File: src/rtl/clock_enable_gen.sv
// clock_enable_gen: prescaled base tick feeding N_CH programmable divider channels with tick and square-wave outputs
// Optional: define CLKGEN_SYNC_EN to add sync_req, which forces every channel to wrap on the next base tick.
module clock_enable_gen #(
  parameter int PRE_DIV = 5,
  parameter int N_CH    = 4,
  parameter int DIV_W   = 8,
  parameter int DIV_RST = 2,
  parameter int SEL_W   = (N_CH > 1) ? $clog2(N_CH) : 1
) (
  input  logic             clock_in,
  input  logic             reset,
  input  logic             div_wr,
  input  logic [SEL_W-1:0] div_sel,
  input  logic [DIV_W-1:0] div_data,
`ifdef CLKGEN_SYNC_EN
  input  logic             sync_req,
`endif
  output logic [N_CH-1:0]  div_busy,
  output logic             base_tick,
  output logic [N_CH-1:0]  ch_tick,
  output logic [N_CH-1:0]  ch_clk
);
  localparam int PW = (PRE_DIV > 1) ? $clog2(PRE_DIV) : 1;
  localparam logic [PW-1:0] PRE_LAST = PW'(PRE_DIV - 1);
  localparam logic [DIV_W-1:0] D_RST = DIV_W'(DIV_RST);
  localparam logic [DIV_W-1:0] C_RST = (DIV_RST == 0) ? '0 : DIV_W'(DIV_RST - 1);
  logic [PW-1:0] pre_cnt;
  logic sync_go;
  always_ff @(posedge clock_in) begin
    if (reset) begin
      pre_cnt   <= '0;
      base_tick <= 1'b0;
    end else begin
      base_tick <= pre_cnt == PRE_LAST;
      pre_cnt   <= (pre_cnt == PRE_LAST) ? '0 : pre_cnt + 1'b1;
    end
  end
`ifdef CLKGEN_SYNC_EN
  logic sync_q;
  // a request arriving on a base-tick edge survives the clear and acts on the next tick
  always_ff @(posedge clock_in) begin
    if (reset) sync_q <= 1'b0;
    else       sync_q <= sync_req | (sync_q & ~base_tick);
  end
  assign sync_go = sync_q;
`else
  assign sync_go = 1'b0;
`endif
  for (genvar g = 0; g < N_CH; g++) begin : ch
    logic [DIV_W-1:0] d, c, p, nd, nc;
    logic [DIV_W:0] half;
    logic busy, tick, sq, hit, wrap, restart;
    always_comb begin
      hit     = div_wr && (div_sel == SEL_W'(g));
      wrap    = ((d != '0) && (c == d - 1'b1)) || sync_go;
      restart = wrap || (busy && (d == '0));
      nd      = (restart && busy) ? p : d;
      nc      = (restart || (d == '0)) ? '0 : c + 1'b1;
      half    = ({1'b0, nd} + 1'b1) >> 1;
    end
    always_ff @(posedge clock_in) begin
      if (reset) begin
        d    <= D_RST;
        c    <= C_RST;
        p    <= '0;
        busy <= 1'b0;
        tick <= 1'b0;
        sq   <= 1'b0;
      end else begin
        tick <= base_tick && restart && (nd != '0);
        if (base_tick) begin
          d  <= nd;
          c  <= nc;
          sq <= (nd != '0) && ({1'b0, nc} < half);
        end
        if (hit) p <= div_data;
        busy <= hit || (busy && !(base_tick && restart));
      end
    end
    assign div_busy[g] = busy;
    assign ch_tick[g]  = tick;
    assign ch_clk[g]   = sq;
  end
endmodule

File: config.mk
export PLATFORM = sky130hd
export DESIGN_NAME = clock_enable_gen
export DESIGN_NICKNAME = d
export VERILOG_FILES = /design/src/rtl/clock_enable_gen.sv
export SDC_FILE = /design/constraint.sdc
export NUM_CORES = 1
export LEC_CHECK = 0
export ABC_CLOCK_PERIOD_IN_PS = 4900
export CORE_MARGIN = 5
export CORE_UTILIZATION = 40
export DETAILED_ROUTE_END_ITERATION = 10
export GPL_TIMING_DRIVEN = 0
export PLACE_DENSITY = 0.57
export REMOVE_ABC_BUFFERS = 1
export SKIP_LAST_GASP = 1
export SLEW_MARGIN = 20
export SYNTH_ARGS = -nofsm -noshare
export SYNTH_HDL_FRONTEND = slang
export SYNTH_SLANG_ARGS = --single-unit
File: constraint.sdc
create_clock -name clock_in -period 4.9 [get_ports clock_in]
set_input_delay 0.98 -clock clock_in [delete_from_list [all_inputs] [get_ports clock_in]]
set_output_delay 0.98 -clock clock_in [all_outputs]
set_load 0.005 [all_outputs]
# Word level (Yosys, flattened, before mapping)
# Index checks and enable logic that the tools add are counted.
# word_totals
register_bits	112
latch_bits	0
ramBits	0
mem_bits_ro	0
input_bits	13
out_inout_bits	13
wordCells	121
n_memories	0
# classes
add_sub_neg	13
mul	0
n_div	0
order_cmp	4
eq_ne	8
n_shift	0
muxes	8
bitwise	0
reduce_logical	62
# ops
op	count
2-to-1 mux 8 bit	8
nonzero test 8 bit	8
adder 8 x 1 -> 9 bit, second input constant	4
adder 8 x 1 -> 8 bit, second input constant	4
equality test 8 bit	4
logical AND 1 bit	32
zero test 8 bit	4
< comparator 8 bit	4
subtractor 8 x 1 -> 8 bit, second input constant	4
logical OR 1 bit	12
equality test 2 bit, second input constant	2
zero test 1 bit	4
adder 3 x 1 -> 3 bit, second input constant	1
equality test 3 bit, second input constant	1
equality test 2 x 1 -> 1 bit, second input constant	1
zero test 2 bit	1
OR reduction 2 bit	1

# Depth between registers and ports, before layout
# depth
word_depth	9
depth_mapped	24
depth_no_buf	22

# Worst setup path after synthesis
# No wires, ideal clock.
# synth_path
path_kind	reg-to-reg
start	register ch[0].d[0]
end	register ch[0].sq
setup_ns	0.086
arrival_time_ns	4.231
required_time_ns	4.814
path_slack_ns	0.583
stages_incl_launch_ff	24
path_buffers	2
period_less_slack_ns	4.317
cell_sequence	dfxtp_1 clkbuf_1 inv_1 ha_1 nor2b_1 or3_1 a31oi_1 nand4_1 a21bo_1 buf_2 mux2i_1 inv_1 ha_1 and3_1 xnor2_1 nand2_1 o21ai_0 ha_1 a21o_1 a21o_1 a21oi_1 o21ai_0 a211o_1 a211oi_1
# synth_via
elab_chain_cells	9
elab_cells_between_ends	15
classes_between	add/sub: 2; order compare: 1; eq/ne: 1; mux: 2; reduce/logical: 9
# synth_lines
element	line	rtl
start: declaration	50	logic [DIV_W-1:0] d, c, p, nd, nc;
start signal: assignment	72	d <= nd;
subtractor 8 x 1 -> 8 bit	55	wrap = ((d != '0) && (c == d - 1'b1)) || sync_go;
equality test 8 bit	55	
logical AND 1 bit	55	
logical OR 1 bit *	56	restart = wrap || (busy && (d == '0));
logical AND 1 bit *	57	nd = (restart && busy) ? p : d;
2-to-1 mux 8 bit *	57	
via ch[0].nd[1]	50	
adder 8 x 1 -> 9 bit	59	half = ({1'b0, nd} + 1'b1) >> 1;
< comparator 8 bit	74	sq <= (nd != '0) && ({1'b0, nc} < half);
logical AND 1 bit *	74	
end signal: assignment	74	
end: declaration	52	logic busy, tick, sq, hit, wrap, restart;
# The timed path passes the listed nets; every way through them passes the cells marked *.
# A chain may end at the register's enable or synchronous reset.

# Worst setup path after layout
# layout_path
start	register ch[0].d[0]
end	register ch[0].sq
# layout_via
elab_chain_cells	9
elab_cells_between_ends	15
classes_between	add/sub: 2; order compare: 1; eq/ne: 1; mux: 2; reduce/logical: 9
# layout_lines
element	line
subtractor 8 x 1 -> 8 bit	55
equality test 8 bit	55
logical AND 1 bit	55
logical OR 1 bit	56
logical AND 1 bit	57
2-to-1 mux 8 bit *	57
via ch[0].nd[0]	50
adder 8 x 1 -> 9 bit	59
< comparator 8 bit	74
logical AND 1 bit *	74
# Marked as above.

==> impl_metrics.env <==
export IMPL_cts_root_buffer="clkbuf_16"
export IMPL_synth_top_area_cell="dfxtp_1"
export IMPL_grt_first_pass_wirelength_um=31900
export IMPL_synth_flop_cell="dfxtp_1"
export IMPL_drtPass1Iterations=4
export IMPL_hold_violations=0
export IMPL_ys_top_cells_by_area="dfxtp_1 (29%), mux2i_1 (7.7%), ha_1 (7.3%)"
export IMPL_grt_usage_pct=17.4
export IMPL_rsz0062_at_grt="yes"
export IMPL_avgSynthCellArea_sq_um=7.95
export IMPL_cts_sinks=112
export IMPL_crit_arrival_ns=4.84
export IMPL_maxCapViolations=0
export IMPL_yosysTopAreaCellShare_pct=28.6
export IMPL_cts_buffers=9
export IMPL_crit_type="reg -> reg"
export IMPL_antenna_left=0
export IMPL_path_common_cell="ha_1"
export IMPL_period_share_pct=93.2
export IMPL_first_iter_violations=447
export IMPL_met3_length_um=559
export IMPL_place_ws_ns=0.0734
export IMPL_drc_errors=0
export IMPL_fmax_mhz=219
export IMPL_worst_setup_path_start_kind="register"
export IMPL_crit_fanout=14
export IMPL_fin_skew_ns=0.0105
export IMPL_grt_max_degree=63
export IMPL_power_density_mw_per_mm2=222
export IMPL_vias=6633
export IMPL_fin_area_sq_mm=0.00851
export IMPL_p_leak_nw=3.23
export IMPL_seqCellArea_sq_mm=0.00225
export IMPL_synth_most_common_cell="nor2_1"
export IMPL_highest_layer="met4"
export IMPL_layout_setup_ws_ns=0.334
export IMPL_fin_util_pct=43.9
export IMPL_htreeDepth=3
export IMPL_tritoncts="yes"
export IMPL_routed_wl_um=19100
export IMPL_crit_chain="inv_1, ha_1, nor2b_1, or3_1, a31oi_1, nand4_1, a21bo_4, mux2i_1, inv_1, ha_1, and3_1, xnor2_1, nand2_1, o21ai_0, ha_1, a21o_1, a21o_1, a21oi_1, o21ai_0, a211o_1, a211oi_1"
export IMPL_required_ns=5.17
export IMPL_crit_path_end_kind="register"
export IMPL_synth_distinct_cells=79
export IMPL_routedWlPerCell_um=15.5
export IMPL_nFillCells=2027
export IMPL_final_max_slew_viol_count=0
export IMPL_area_delta_synth_final_pct=8.58
export IMPL_row_count=51
export IMPL_worstMarginPinSlew_ns=0.913
export IMPL_netlist_instances=986
export IMPL_start_util_pct=40.4
export IMPL_core_area_sq_mm=0.0194
export IMPL_multiInputGateArea_sq_mm=0.00518
export IMPL_ys_warn_count=0
export IMPL_drive_gt1_share_pct=5.80
export IMPL_seq_area_frac_synth_pct=28.6
export IMPL_dpl_cell_area_sq_mm=0.00820
export IMPL_overflow=0
export IMPL_dp_hpwl_um=13900
export IMPL_met2_length_um=8640
export IMPL_worstSkewPairLatency_ns=0.36
export IMPL_grt_pass1_vias=6146
export IMPL_synth_edf_count=0
export IMPL_ys_top_cells_by_count="nor2_1 (136), dfxtp_1 (112), nand2_1 (95)"
export IMPL_reg2reg_slack_ns=0.33
export IMPL_die_w_um=150
export IMPL_status="finished, final reports clean"
export IMPL_antenna_found_initial=0
export IMPL_port_buffers=25
export IMPL_diodes=0
export IMPL_fin_crit_ns=4.57
export IMPL_netlist_area_sq_mm=0.00784
export IMPL_io_pins=26
export IMPL_cts_buffer_depth=2
export IMPL_cts_clk_slew_worst_paths_ns=0.07
export IMPL_wl_met1_um=9450
export IMPL_setup_viol=0
export IMPL_die_h_um=150
export IMPL_yosys_register_bits=112
export IMPL_die_area_sq_mm=0.0225
export IMPL_cpMaxStageDelayCell="dfxtp_2"
export IMPL_gp_congestion=0.854
export IMPL_via_per_inst=5.39
export IMPL_peakVddDrop_mv=0.179
export IMPL_relSlewSlack_pct=39.1
export IMPL_final_nets=1020
export IMPL_async_reset_ff_share_pct=0
export IMPL_min_path_type="reg -> reg"
export IMPL_critPathMaxStageDelay_ns=0.42
## repair_timing
action	CTS	global route
endpoints found under the setup margin	0	2
buffers inserted	0	3
hold buffers	0	0
resized for setup	0	5
## critical path: cells and delay by family (launching register included)
family                     cells  cell delay (ns)
and+or+nand+nor                5             0.96
DFF                            1             0.42
muxes                          1             0.23
adders and majority gates      3             0.83
AOI/OAI and AO/OA              9             1.76
buffers and inverters          2             0.15
xor gates and xnor gates       1             0.12
## kinds of logic after synthesis
family,after synthesis,synth area share (%)
AND/OR/NAND/NOR,390,24.2
AO/OA/AOI/OAI,179,15.5
flip-flops,112,28.6
buffers and inverters,104,5.76
XOR/XNOR,92,10.5
multiplexers,63,8.09
adder cells (fa/ha/maj),46,7.34
## state kept, by name, indices dropped and copies added, names as in the netlist
register and flops:
ch.tick 4, ch.d 32, ch.busy 4, ch.c 32, pre_cnt 3, ch.sq 4, ch.p 32, base_tick 1
## cell usage in the layout, fill, tap and decap left out, types with 14 or more instances in the layout
cell / n
dfxtp_1: 109
nor3_1: 24
xnor2_1: 51
inv_1: 35
nor2_1: 136
nand2_1: 95
xor2_1: 39
nand3_1: 36
clkdlybuf4s50_1: 24
and3_1: 14
ha_1: 46
a21oi_1: 56
a211oi_1: 15
o21ai_0: 29
mux2i_1: 60
## per-stage QoR
step,hold WS (ns),power (mW),setup TNS [ns],cells
after floorplan,0.423,1.10,-0.333,917
after global placement,0.431,1.18,-10.23,1207
after detailed placement,0.426,1.18,0,1212
after CTS,0.438,1.92,0,1228
after global routing,0.463,1.98,-0.0452,1231
final,0.439,1.89,0,1231
## power breakdown
group	switching, mW	internal (mW)	total [mW]	leakage, nW
sequential	0.0223	0.925	0.947	0.907
clock	0.359	0.364	0.723	0.137
combinational	0.129	0.0871	0.216	2.19
## area by class of cell
class / count / area share (%)
clock buffer: 11 / 2.85
clock inverter: 5 / 0.456
timing repair buffer: 33 / 4.06
tap: 265 / 3.89
multi-input combinational: 770 / 60.8
sequential: 112 / 26.4
inverter: 35 / 1.54
## layer usage
layer / up-vias / GRT usage (%)
li1: 3403 / -
met1: 3094 / 24.5
met2: 106 / 27.0
met3: 30 / 2.36
met4: 0 / 6.54
met5: - / 0
## path summary, 6_finish.rpt
path         startpoint         to  cells past startpoint
max          ch[0].d[0]   ch[0].sq                     21
min          pre_cnt[2]  base_tick                      2
max reg2reg  ch[0].d[0]   ch[0].sq                     21
min reg2reg  pre_cnt[2]  base_tick                      2
Note: power is estimated with default switching activity, not from simulation.
